==> src/rtl/alu_rr_arbiter_pkg.sv <==
// Shared state encoding, opcode constants and width helpers for the ALU2 round-robin arbiter.
package alu_arb_pkg;

  typedef enum logic [1:0] {
    IDLE  = 2'd0,
    ISSUE = 2'd1,
    WAIT  = 2'd2,
    RESP  = 2'd3
  } arb_state_e;

  localparam logic [3:0] OP_DIV  = 4'h3;
  localparam int         DEF_DW  = 8;
  localparam int         DEF_OPW = 4;
  localparam int         DEF_RW  = 16;

  // Ceiling log2, floored at 1 so index fields always have at least one bit.
  function automatic int clog2(input int n);
    int r;
    r = 0;
    for (int v = n - 1; v > 0; v = v >> 1) r++;
    return (r < 1) ? 1 : r;
  endfunction

endpackage

==> src/rtl/alu_rr_arbiter_rr_pick.sv <==
// Combinational round-robin selector: first set request strictly after last_grant, with wrap.
module rr_pick
  import alu_arb_pkg::*;
#(
  parameter int N  = 4,
  parameter int GW = clog2(N)
) (
  input  logic [N-1:0]  req_i,
  input  logic [GW-1:0] last_grant_i,
  output logic          any_o,
  output logic [GW-1:0] grant_o
);

  logic [2*N-1:0] dbl;
  logic [2*N-1:0] mask;
  logic [2*N-1:0] masked;

  // Positions above last_grant in the doubled vector visit every requester once,
  // starting at last_grant+1 and wrapping through the upper copy.
  assign dbl = {req_i, req_i};

  genvar gi;
  generate
    for (gi = 0; gi < 2 * N; gi++) begin : g_mask
      assign mask[gi] = (gi > int'(last_grant_i));
    end
  endgenerate

  assign masked = dbl & mask;
  assign any_o  = |req_i;

  always_comb begin
    grant_o = '0;
    for (int j = 2 * N - 1; j >= 0; j--) begin
      if (masked[j]) grant_o = GW'(j % N);
    end
  end

endmodule

==> src/rtl/alu_rr_arbiter.sv <==
// Round-robin arbiter sharing one ALU2 among NREQ requesters with per-requester response handshake.
module alu_rr_arbiter
  import alu_arb_pkg::*;
#(
  parameter int  NREQ    = 4,
  parameter int  DW      = DEF_DW,
  parameter int  OPW     = DEF_OPW,
  parameter int  RW      = DEF_RW,
  parameter int  TIMEOUT = 4,
  localparam int GW      = clog2(NREQ)
) (
  input  logic                clock,
  input  logic                reset,
  input  logic [NREQ-1:0]     req_valid,
  input  logic [NREQ*DW-1:0]  req_a,
  input  logic [NREQ*DW-1:0]  req_b,
  input  logic [NREQ*OPW-1:0] req_op,
  output logic [NREQ-1:0]     req_ready,
  output logic [NREQ-1:0]     rsp_valid,
  input  logic [NREQ-1:0]     rsp_ready,
  output logic [RW-1:0]       rsp_data,
  output logic                rsp_err,
  output logic [DW-1:0]       alu_a,
  output logic [DW-1:0]       alu_b,
  output logic [OPW-1:0]      alu_control,
  output logic                alu_data_enable,
  output logic                alu_control_enable,
  input  logic [RW-1:0]       alu_result,
  input  logic                alu_result_enable,
  output logic                busy,
  output logic [GW-1:0]       grant_id
);

  localparam int            CW       = clog2(TIMEOUT);
  localparam logic [CW-1:0] CNT_LAST = CW'(TIMEOUT - 1);

  arb_state_e      state_q, state_d;
  logic [GW-1:0]   grant_q, grant_d;
  logic [GW-1:0]   last_q, last_d;
  logic [CW-1:0]   cnt_q, cnt_d;
  logic [NREQ-1:0] rsp_valid_q, rsp_valid_d;
  logic [RW-1:0]   rsp_data_q, rsp_data_d;
  logic            rsp_err_q, rsp_err_d;
  logic [DW-1:0]   alu_a_q, alu_a_d;
  logic [DW-1:0]   alu_b_q, alu_b_d;
  logic [OPW-1:0]  alu_ctl_q, alu_ctl_d;
  logic            alu_de_q, alu_de_d;
  logic            alu_ce_q, alu_ce_d;
  logic            busy_q;

  logic            pick_any;
  logic [GW-1:0]   pick_id;
  logic [DW-1:0]   pick_a, pick_b;
  logic [OPW-1:0]  pick_op;
  logic            pick_div0;
  logic [NREQ-1:0] grant_oh;

  rr_pick #(
    .N  (NREQ),
    .GW (GW)
  ) u_pick (
    .req_i        (req_valid),
    .last_grant_i (last_q),
    .any_o        (pick_any),
    .grant_o      (pick_id)
  );

  assign pick_a    = req_a[int'(pick_id) * DW +: DW];
  assign pick_b    = req_b[int'(pick_id) * DW +: DW];
  assign pick_op   = req_op[int'(pick_id) * OPW +: OPW];
  assign pick_div0 = (pick_op == OPW'(OP_DIV)) && (pick_b == '0);
  assign grant_oh  = NREQ'(1) << grant_q;

  always_ff @(posedge clock) begin
    if (reset) begin
      state_q     <= IDLE;
      grant_q     <= '0;
      last_q      <= GW'(NREQ - 1);
      cnt_q       <= '0;
      rsp_valid_q <= '0;
      rsp_data_q  <= '0;
      rsp_err_q   <= 1'b0;
      alu_a_q     <= '0;
      alu_b_q     <= '0;
      alu_ctl_q   <= '0;
      alu_de_q    <= 1'b0;
      alu_ce_q    <= 1'b0;
      busy_q      <= 1'b0;
    end else begin
      state_q     <= state_d;
      grant_q     <= grant_d;
      last_q      <= last_d;
      cnt_q       <= cnt_d;
      rsp_valid_q <= rsp_valid_d;
      rsp_data_q  <= rsp_data_d;
      rsp_err_q   <= rsp_err_d;
      alu_a_q     <= alu_a_d;
      alu_b_q     <= alu_b_d;
      alu_ctl_q   <= alu_ctl_d;
      alu_de_q    <= alu_de_d;
      alu_ce_q    <= alu_ce_d;
      busy_q      <= (state_d != IDLE);
    end
  end

  always_comb begin
    state_d = state_q;
    unique case (state_q)
      IDLE:    if (pick_any) state_d = pick_div0 ? RESP : ISSUE;
      ISSUE:   state_d = WAIT;
      WAIT:    if (alu_result_enable || (cnt_q == CNT_LAST)) state_d = RESP;
      RESP:    if (rsp_ready[grant_q]) state_d = IDLE;
      default: state_d = IDLE;
    endcase
  end

  always_comb begin
    req_ready   = '0;
    grant_d     = grant_q;
    last_d      = last_q;
    cnt_d       = cnt_q;
    rsp_valid_d = rsp_valid_q;
    rsp_data_d  = rsp_data_q;
    rsp_err_d   = rsp_err_q;
    alu_a_d     = alu_a_q;
    alu_b_d     = alu_b_q;
    alu_ctl_d   = alu_ctl_q;
    alu_de_d    = 1'b0;
    alu_ce_d    = 1'b0;
    unique case (state_q)
      IDLE: begin
        // Accept is suppressed during reset so no handshake completes in that cycle.
        if (pick_any && !reset) begin
          req_ready[pick_id] = 1'b1;
          grant_d   = pick_id;
          alu_a_d   = pick_a;
          alu_b_d   = pick_b;
          alu_ctl_d = pick_op;
          if (pick_div0) begin
            rsp_valid_d = NREQ'(1) << pick_id;
            rsp_data_d  = '0;
            rsp_err_d   = 1'b1;
          end else begin
            alu_de_d = 1'b1;
            alu_ce_d = 1'b1;
          end
        end
      end
      ISSUE: cnt_d = '0;
      WAIT: begin
        if (alu_result_enable) begin
          rsp_data_d  = alu_result;
          rsp_err_d   = 1'b0;
          rsp_valid_d = grant_oh;
        end else if (cnt_q == CNT_LAST) begin
          rsp_data_d  = '0;
          rsp_err_d   = 1'b1;
          rsp_valid_d = grant_oh;
        end else begin
          cnt_d = cnt_q + 1'b1;
        end
      end
      RESP: begin
        if (rsp_ready[grant_q]) begin
          rsp_valid_d = '0;
          last_d      = grant_q;
        end
      end
      default: ;
    endcase
  end

  assign rsp_valid          = rsp_valid_q & {NREQ{~reset}};
  assign rsp_data           = rsp_data_q;
  assign rsp_err            = rsp_err_q;
  assign alu_a              = alu_a_q;
  assign alu_b              = alu_b_q;
  assign alu_control        = alu_ctl_q;
  assign alu_data_enable    = alu_de_q;
  assign alu_control_enable = alu_ce_q;
  assign busy               = busy_q;
  assign grant_id           = grant_q;

endmodule

==> config.mk <==
export PLATFORM = sky130hd
export DESIGN_NAME = alu_rr_arbiter
export DESIGN_NICKNAME = d
export VERILOG_FILES = /design/src/rtl/alu_rr_arbiter_pkg.sv /design/src/rtl/alu_rr_arbiter_rr_pick.sv /design/src/rtl/alu_rr_arbiter.sv
export SDC_FILE = /design/constraint.sdc
export NUM_CORES = 1
export LEC_CHECK = 0
export CAP_MARGIN = 0
export CORE_MARGIN = 2
export CORE_UTILIZATION = 37
export CTS_CLUSTER_DIAMETER = 60
export DETAILED_ROUTE_END_ITERATION = 7
export GPL_TIMING_DRIVEN = 1
export PLACE_DENSITY = 0.81
export SYNTH_ARGS = -nofsm -noshare
export SYNTH_HDL_FRONTEND = slang
export SYNTH_HIERARCHICAL = 1
export SYNTH_SLANG_ARGS = --single-unit
==> constraint.sdc <==
create_clock -name clock -period 4.2 [get_ports clock]
set_input_delay 0.63 -clock clock [delete_from_list [all_inputs] [get_ports clock]]
set_output_delay 0.63 -clock clock [all_outputs]
set_load 0.02 [all_outputs]
==> impl_metrics.toml, run 1 <==
[synth]
yosys-top-cells-area = "dfxtp_1 41%, mux4_2 19%, a22o_1 13%, nor2_1 2.3%, a21oi_1 1.6%"
synth_area_um2 = 2470
yosysWarnings = 6
synthesis.nets = 324
ys_seq_area_frac = 0.413
yosysTopAreaCell = "dfxtp_1"
netlist_instances = 216
synth_ff_type = "dfxtp_1"
yosysUniqueCellTypes = 41
syn_avg_cell_area_um2 = 11.4
synth_commonest_cells = "51 x dfxtp_1, 37 x a22o_1, 21 x mux4_2"
yosysTopAreaCellShare = 0.413
ys_ff_latch = 51
async_flop_share = 0
yosysMostFrequentCell = "dfxtp_1"
synth_edf_count = 0

[timing]
slew_viol_final = 0
hold_slack_ns = 0.483
tightest_slew_ns = 0.984
finalSetupViolCount = 0
hold_viol = 0
slew_headroom = 0.341
finalCritPeriodShare = 0.860
rsz0062_at_grt = "no"
fin_skew_ns = 0.00252
setup-tns-final_ns = 0
fmax_ghz = 0.277
period_minus_slack_ns = 3.61

[detailed_routing]
first_pass_iters = 4
route.detailed.drc = 0
wirelength_um = 7280
route.vias.total = 2391
first_iter_violations = 92
routedWlPerCell_um = 16.3
vias_per_cell = 5.36
ant_nets = 0

[cts]
path_clk_slew_ns = 0.09
cts_root_buf = "clkbuf_8"
ctsLongestPathBuffers = 2
post-cts-setup-buffers = 0
holdBufCountCts = 0
worstSkewPairLatency_ns = 0.30
cts_tree = "done"
cts_num_sinks = 51
cts.repair.resized = 0
htree_levels = 2
numCtsBuffers = 5

[place]
port_buffers = 156
dpl.hpwl_um = 5770
dp.cells = 438
gp_congestion = 0.797

[worst_setup_path]
cp.required_ns = 4.40
cp.arrival_ns = 3.81
setup.worst_path.start_class = "input pin"
crit_end = "rsp_data[4]$_SDFFE_PP0P_"
timing.rr.start = "last_q[1]$_SDFFE_PP1P_"
crit_type = "input pin to register"
ff2ff_setup_slack_ns = 1.04
crit_chain = "clkdlybuf4s50_1, inv_1, o22ai_1, a221o_1, buf_12, mux4_2, or4b_1, o31ai_4, a21oi_2, a22o_1"
cp_slowest_stage_delay_ns = 0.61
r2r_end = "rsp_data[4]$_SDFFE_PP0P_"
worstSetupEndpointType = "register"
cp_num_buf_inv = 3
cp_top_family = "compound AO/OA/AOI/OAI gates"
startpoint = "req_valid[1]"
cp_max_fo = 26
slowest_stage = "or4b_1"
reg2reg_depth = 8
crit_cells = 10

[pwr]
p_sw_uw = 410
p_int_uw = 943
p_per_area_nw_per_um2 = 323
switching_share = 0.303
peakVddDrop_v = 0.000215
combinationalPowerShare = 0.356
p_leak_nw = 1.54
clockPowerShare = 0.223
seqPwrFrac = 0.420

[grt]
grt_pass1_vias = 2485
grt-ovfl-total = 0
grt_max_degree = 27
track_usage = 0.200
antenna_found_initial = 0
grt_pass1_wl_um = 11600

[final_layout]
instances_no_fill = 446
fin_nets = 476
syn_to_final_growth_pct = 69.8
drive_gt1_frac = 0.119
num_antenna_cells = 0

[hold_path]
hold_class = "register to register"
hold_path_startpoint = "rsp_data[15]$_SDFFE_PP0P_"

[die]
die_w_um = 85.7
die-area_um2 = 7340
die_h_um = 85.7
num_io_pins = 157
core_area_um2 = 6390
start_util = 0.387
rows = 29

[outcome]
status = "finished, final reports clean"

[run]
max_cap_violations = 0
-- area by class of cell --
| type | instances | area (um2) |
|---|---|---|
| Inverter | 6 | 22.5 |
| Multi-Input combinational cell | 143 | 1340 |
| Sequential cell | 51 | 1020 |
| Clock buffer | 6 | 82.6 |
| Fill cell | 520 | 2190 |
| Timing Repair Buffer | 161 | 1610 |
| Tap cell | 77 | 96.3 |
| Clock inverter | 2 | 16.3 |
-- placed cells by master, fill, tap and decap left out, types with 2 or more instances in the layout --
master,instances
nor2_1,15
mux2i_1,2
buf_4,4
a31oi_1,2
nand2_1,9
nor3_1,3
a211o_1,2
o22ai_1,2
mux4_2,21
nor3b_1,2
dfxtp_1,51
clkbuf_8,6
inv_1,6
nand3_1,4
a21oi_1,7
clkdlybuf4s50_1,156
mux2_2,3
a21oi_2,2
nand2b_1,3
nand3b_1,2
a22o_1,37
nor2b_1,6
o21ai_0,4
-- kinds of logic after synthesis --
logic type	count (synthesis)	share of synthesized area
AOI/OAI and AO/OA	63	0.205
adders and majority gates	1	0.00507
buffers and inverters	22	0.0441
DFF	51	0.413
muxes	27	0.218
and+or+nand+nor	52	0.114
-- flip-flops by register name, summed over array words and instances, names as in the netlist --
| register | cells |
|---|---|
| alu_a | 8 |
| alu_b | 8 |
| alu_control | 4 |
| alu_control_enable | 1 |
| busy | 1 |
| cnt_q | 2 |
| grant_id | 2 |
| last_q | 2 |
| rsp_data | 16 |
| rsp_err | 1 |
| rsp_valid_q | 4 |
| state_q | 2 |
-- stage by stage --
step	setup slack, ns	power (mW)	util	instance area (um2)
final	0.587	1.35	0.657	4190
after global routing	0.438	1.42	0.657	4190
after CTS	0.593	1.36	0.657	4190
after detailed placement	0.257	1.06	0.641	4100
after global placement	0.328	1.06	0.641	4100
after floorplan	0.959	0.828	-	2470
-- worst min path at each step --
| stage | endpoint | depth (start not counted) |
|---|---|---|
| after floorplan | cnt_q[1]$_SDFFE_PP0P_ | 2 |
| after global routing | alu_control[2]$_SDFFE_PP0P_ | 1 |
| after detailed placement | rsp_data[15]$_SDFFE_PP0P_ | 1 |
| after global placement | rsp_data[4]$_SDFFE_PP0P_ | 1 |
| after CTS | rsp_data[15]$_SDFFE_PP0P_ | 1 |
| final | rsp_data[15]$_SDFFE_PP0P_ | 1 |
-- per-layer routing --
metal,up-vias,GRT usage,share of wire
met3,12,0.0857,0.096
met4,0,0.0592,0.019
met2,103,0.359,0.51
met1,1132,0.212,0.37
li1,1144,-,-
met5,-,0,0
-- power groups by stage --
stage                     combinational [mW]  clock (mW)  sequential [mW]
after global routing                   0.516       0.328            0.575
final                                  0.482       0.302            0.569
after global placement                 0.479           0            0.577
after floorplan                        0.206           0            0.622
after CTS                              0.487       0.307            0.569
after detailed placement               0.485           0            0.578
Power figures use the tool's default switching activity.
==> inputs of run 2 (changes only) <==
--- a/config.mk
+++ b/config.mk
@@ -7,12 +7,11 @@
 export LEC_CHECK = 0
 export CAP_MARGIN = 0
 export CORE_MARGIN = 2
-export CORE_UTILIZATION = 37
+export CORE_UTILIZATION = 39
 export CTS_CLUSTER_DIAMETER = 60
 export DETAILED_ROUTE_END_ITERATION = 7
 export GPL_TIMING_DRIVEN = 1
-export PLACE_DENSITY = 0.81
+export PLACE_DENSITY = 0.8
 export SYNTH_ARGS = -nofsm -noshare
 export SYNTH_HDL_FRONTEND = slang
-export SYNTH_HIERARCHICAL = 1
 export SYNTH_SLANG_ARGS = --single-unit
==> run 2 against run 1 <==
Net effect:
- die area is 11% higher
- core utilization down 1.6 points
- via count grew 36%
- clock skew grew 0.0021 ns
- worst hold slack got worse by 0.021 ns
- register-to-register slack better by 0.25 ns
- synthesized cell count increased by 71%
- largest power group unchanged
- non-clock buffer count down 1
- largest cell class is now multi-input gates
==> impl_metrics.toml, run 2 <==
[cts]
cts.repair.resized = 0
numCtsBuffers = 5
worstSkewPairLatency_ns = 0.30
cts_tree = "done"
post-cts-setup-buffers = 0
cts_root_buf = "clkbuf_8"
htree_levels = 2
path_clk_slew_ns = 0.08
ctsLongestPathBuffers = 2
cts_num_sinks = 51
holdBufCountCts = 0

[synth]
yosysWarnings = 0
syn_avg_cell_area_um2 = 7.85
yosysMostFrequentCell = "nand2_1"
yosysTopAreaCell = "dfxtp_1"
netlist_instances = 369
synthSimpleGateAreaFrac = 0.296
async_flop_share = 0
synth_ff_type = "dfxtp_1"
synth_compound_area_frac = 0.257
synthMuxAreaShare = 0.0397
ys_ff_latch = 51
yosysUniqueCellTypes = 57
synth_commonest_cells = "64 x nand2_1, 51 x dfxtp_1, 42 x nor2_1"
synth_xor_area_frac = 0
synthesis.nets = 477
yosysTopAreaCellShare = 0.352
synth_top_family_by_area = "simple AND/OR/NAND/NOR gates"
synth-adder-area-share = 0.00432
yosys-top-cells-area = "dfxtp_1 35%, nand2_1 8.3%, nor2_1 5.4%, nand2b_1 4.7%, a21oi_1 3.3%"
synth_area_um2 = 2900
synth_edf_count = 0
ys_seq_area_frac = 0.352

[die]
die_w_um = 90.2
start_util = 0.402
num_io_pins = 157
die-area_um2 = 8140
core_area_um2 = 7210
die_h_um = 90.2
rows = 31

[pwr]
p_leak_nw = 1.73
peakVddDrop_v = 0.000213
p_per_area_nw_per_um2 = 324
p_total_mw = 1.50

[timing]
finalCritPeriodShare = 0.870
final.setup.worst_slack_ns = 0.546
rsz0062_at_grt = "no"
slew_headroom = 0.345
finalSetupViolCount = 0
setup-tns-final_ns = 0
hold_slack_ns = 0.462
tightest_slew_ns = 0.979
period_minus_slack_ns = 3.65
hold_viol = 0
fin_skew_ns = 0.00464
slew_viol_final = 0
fmax_ghz = 0.274

[grt]
track_usage = 0.218
grt_pass1_vias = 3172
grt_max_degree = 55
grt_pass1_wl_um = 14900
grt-ovfl-total = 0
antenna_found_initial = 0

[worst_setup_path]
ff2ff_setup_slack_ns = 1.29
cp_num_buf_inv = 2
cp_top_family = "simple AND/OR/NAND/NOR gates"
slowest_stage = "clkdlybuf4s50_1"
crit_chain = "clkdlybuf4s50_1, or2_4, nor3_1, nor3_2, nand2b_1, nor2_1, clkdlybuf4s50_1"
critPathMostFrequentCell = "clkdlybuf4s50_1"
cp_slowest_stage_delay_ns = 0.55
crit_type = "input pin to output pin"
setup.worst_path.start_class = "input pin"
cp.arrival_ns = 3.02
cp.required_ns = 3.57
cp_max_fo = 9
worstSetupEndpointType = "output pin"

[final_layout]
syn_to_final_growth_pct = 59.5
fin_nets = 618
drive_gt1_frac = 0.0685
instances_no_fill = 610
num_antenna_cells = 0
fillCellCount = 644
final_area_um2 = 4620
final_common_cell = "clkdlybuf4s50_1"
seq_area_um2 = 1020
final_core_util = 0.641
largest_reg_flops = 16
mostFrequentLayoutCells = "155 x clkdlybuf4s50_1, 64 x nand2_1, 51 x dfxtp_1, 42 x nor2_1, 22 x nand2b_1"
multi_input_area_um2 = 1740

[place]
place_area_um2 = 4490
dp.cells = 602
gp_congestion = 0.823
dp_slack_ns = 0.404
dpl.hpwl_um = 7060
port_buffers = 156

[outcome]
status = "finished, final reports clean"

[detailed_routing]
wirelength_um = 9080
vias_per_cell = 5.33
routedWlPerCell_um = 14.9
ant_nets = 0
first_iter_violations = 219
route.vias.total = 3250
first_pass_iters = 5
route.detailed.drc = 0

[hold_path]
hold_class = "register to register"

[run]
max_cap_violations = 0
-- run 2: final cells by class --
cell class / count / share of cell area
Multi-Input combinational cell: 287 / 0.376
Timing Repair Buffer: 160 / 0.343
Sequential cell: 51 / 0.221
Tap cell: 99 / 0.0268
Clock buffer: 6 / 0.0157
Clock inverter: 2 / 0.0130
Inverter: 5 / 0.00406
-- run 2: path summary, 6_finish.rpt --
| kind | start | to | depth (start not counted) |
|---|---|---|---|
| hold reg to reg | alu_b[1]$_SDFFE_PP0P_ | alu_b[1]$_SDFFE_PP0P_ | 2 |
| setup reg to reg | last_q[0]$_SDFFE_PP1P_ | rsp_valid_q[2]$_SDFFE_PP0P_ | 10 |
| setup / recovery | req_valid[3] | req_ready[0] | 7 |
| hold / removal | alu_b[1]$_SDFFE_PP0P_ | alu_b[1]$_SDFFE_PP0P_ | 2 |
-- run 2: layer usage --
layer  vias to the layer above  wire (um)  track usage
li1                       1605          -            -
met3                        13        496       0.0302
met2                       119       4760        0.398
met4                         0        131       0.0551
met1                      1513       3690        0.268
met5                         -          0            0
-- run 2: cells by family after synthesis --
logic type                 count (synthesis)
adders and majority gates                  1
DFF                                       51
AOI/OAI and AO/OA                        104
and+or+nand+nor                          172
muxes                                     10
buffers and inverters                     31
-- run 2: worst register-to-register path, stage by stage (launching register included) --
cell	delay (ns)
dfxtp_1	0.41
nand2b_1	0.22
a21o_1	0.19
and3_1	0.26
buf_4	0.21
nor3b_1	0.18
o32ai_1	0.14
nor4_4	0.40
nand3_2	0.18
o21ai_2	0.24
mux2_2	0.37
-- run 2: power by group --
group,switching [mW],internal (mW)
clock,0.156,0.238
sequential,0.0417,0.533
combinational,0.265,0.265
total,0.463,1.04
==> inputs of run 3 (changes only) <==
--- a/config.mk
+++ b/config.mk
@@ -5,13 +5,13 @@
 export SDC_FILE = /design/constraint.sdc
 export NUM_CORES = 1
 export LEC_CHECK = 0
+export ABC_AREA = 1
 export CAP_MARGIN = 0
 export CORE_MARGIN = 2
-export CORE_UTILIZATION = 39
+export CORE_UTILIZATION = 40
 export CTS_CLUSTER_DIAMETER = 60
 export DETAILED_ROUTE_END_ITERATION = 7
-export GPL_TIMING_DRIVEN = 1
-export PLACE_DENSITY = 0.8
+export PLACE_DENSITY = 0.81
 export SYNTH_ARGS = -nofsm -noshare
 export SYNTH_HDL_FRONTEND = slang
 export SYNTH_SLANG_ARGS = --single-unit
==> run 3 against run 2 <==
Net effect:
- critical path depth rose by 4
- routed wire length rose by 3.0%
- highest routed layer unchanged
- synthesized cell count up 25%
- maximum frequency is 1.1% higher
- critical endpoint is now req_ready[2]
- clock power decreased by 21%
- non-clock buffer count rose by 2
- clock skew increased by 0.0088 ns
- first-iteration DRC count is 12% higher
==> impl_metrics.toml, run 3 <==
[outcome]
status = "finished, final reports clean"

[place]
port_buffers = 156
dpl.hpwl_um = 7120
gp_congestion = 0.904
dp_slack_ns = 0.591
dp.cells = 698

[final_layout]
mostFrequentLayoutCells = "156 x clkdlybuf4s50_1, 123 x nand2_1, 60 x nand3_1, 56 x nor2_1, 51 x dfxtp_1"
largest_reg_flops = 16
final_common_cell = "clkdlybuf4s50_1"
fin_nets = 714
syn_to_final_growth_pct = 56.1
num_antenna_cells = 0
instances_no_fill = 706
drive_gt1_frac = 0.0544

[grt]
grt-ovfl-total = 0
track_usage = 0.225
grt_pass1_wl_um = 15500
grt_pass1_vias = 3387
antenna_found_initial = 0
grt_max_degree = 39

[detailed_routing]
wirelength_um = 9350
ant_nets = 0
route.detailed.drc = 0
vias_per_cell = 5.11
route.vias.total = 3605
first_pass_iters = 5
first_iter_violations = 246
routedWlPerCell_um = 13.2

[pwr]
switching_share = 0.370
p_int_mw = 1.05
p_sw_uw = 615
p_leak_nw = 1.95
p_per_area_nw_per_um2 = 355
combinationalPowerShare = 0.446
p_total_mw = 1.66
clockPowerShare = 0.187
seqPwrFrac = 0.367
peakVddDrop_v = 0.000159

[synth]
ys_ff_latch = 51
ys_seq_area_frac = 0.341
synthesis.nets = 570
yosysUniqueCellTypes = 32
yosys-top-cells-area = "dfxtp_1 34%, nand2_1 15%, nand3_1 10%, nor2_1 7.0%, o21ai_0 5.0%"
yosysWarnings = 0
yosysMostFrequentCell = "nand2_1"
yosysTopAreaCell = "dfxtp_1"
synth_area_um2 = 3000
netlist_instances = 462
synth_commonest_cells = "123 x nand2_1, 60 x nand3_1, 56 x nor2_1"
async_flop_share = 0
synth_edf_count = 0
syn_avg_cell_area_um2 = 6.49
yosysTopAreaCellShare = 0.341
synth_ff_type = "dfxtp_1"

[cts]
path_clk_slew_ns = 0.08
ctsLongestPathBuffers = 2
post-cts-setup-buffers = 0
cts_root_buf = "clkbuf_8"
cts_num_sinks = 51
worstSkewPairLatency_ns = 0.31
cts.repair.resized = 0
htree_levels = 2
cts_tree = "done"
holdBufCountCts = 0
numCtsBuffers = 5

[worst_setup_path]
critPathMostFrequentCell = "nor2_1"
crit_type = "input pin to output pin"
cp_slowest_stage_delay_ns = 0.61
crit_chain = "clkdlybuf4s50_1, or2_1, nor3_1, nor2_1, inv_1, nor2_4, inv_1, nor2_1, inv_2, nor2_1, clkdlybuf4s50_1"
worstSetupEndpointType = "output pin"
cp.required_ns = 3.57
slowest_stage = "clkdlybuf4s50_1"
setup.worst_path.start_class = "input pin"
cp.arrival_ns = 2.98
cp_max_fo = 11

[timing]
fmax_ghz = 0.277
finalSetupViolCount = 0
final.setup.worst_slack_ns = 0.586
finalCritPeriodShare = 0.861
fin_skew_ns = 0.0134
rsz0062_at_grt = "no"
hold_slack_ns = 0.474
period_minus_slack_ns = 3.61
hold_viol = 0
slew_viol_final = 0
slew_headroom = 0.226
setup-tns-final_ns = 0
tightest_slew_ns = 1.16

[run]
max_cap_violations = 0

[die]
die_h_um = 90.6
start_util = 0.413
die_w_um = 90.6
die-area_um2 = 8200
rows = 31
core_area_um2 = 7250
num_io_pins = 157

[hold_path]
hold_class = "register to register"
-- run 3: routing by layer --
metal  up-vias  GRT usage  share of wire
met5         -          0              0
met4         0     0.0603          0.022
met3        18     0.0326          0.064
met2       142      0.391           0.48
met1      1643      0.290           0.44
li1       1802          -              -
-- run 3: logic make-up (layout without fill, tap and decap cells) --
logic type / count (synthesis) / in the layout / share of synthesized area
simple gates: 270 / 270 / 0.409
buf+inv: 61 / 206 / 0.0977
compound gates: 79 / 79 / 0.148
flops: 51 / 51 / 0.341
fa+ha+maj: 1 / 1 / 0.00417
-- run 3: layout make-up --
cell class	instances	area (um2)
Clock buffer	7	96.3
Clock inverter	1	7.51
Fill cell	659	2570
Inverter	36	135
Multi-Input combinational cell	350	1690
Sequential cell	51	1020
Tap cell	99	124
Timing Repair Buffer	162	1610
-- run 3: worst paths after layout --
check | from | cells after the start | slack [ns] | end
worst max-delay path | req_valid[3] | 11 | 0.59 | req_ready[2]
worst min-delay path | cnt_q[1]$_SDFFE_PP0P_ | 2 | 0.47 | cnt_q[1]$_SDFFE_PP0P_
worst max register to register | last_q[1]$_SDFFE_PP1P_ | 15 | 1.42 | rsp_valid_q[1]$_SDFFE_PP0P_
worst min register to register | cnt_q[1]$_SDFFE_PP0P_ | 2 | 0.47 | cnt_q[1]$_SDFFE_PP0P_
-- run 3: power groups by stage --
stage,Sequential (mW),Combinational [mW],Clock (mW)
5_1_grt,0.619,0.811,0.338
4_1_cts,0.609,0.741,0.316
3_5_place_dp,0.619,0.739,0
2_1_floorplan,0.692,0.365,0
3_3_place_gp,0.617,0.726,0
6_report,0.609,0.741,0.311
-- run 3: stage by stage --
stage | utilization | area [um2]
after global routing | 0.645 | 4680
after detailed placement | 0.631 | 4570
after floorplan | - | 3000
after CTS | 0.645 | 4680
after global placement | 0.631 | 4570
final | 0.645 | 4680
-- run 3: worst max-delay path: cells and delay by family --
family / cells / cell delay, ns
buffers and inverters: 5 / 1.56
AND/OR/NAND/NOR: 6 / 0.79
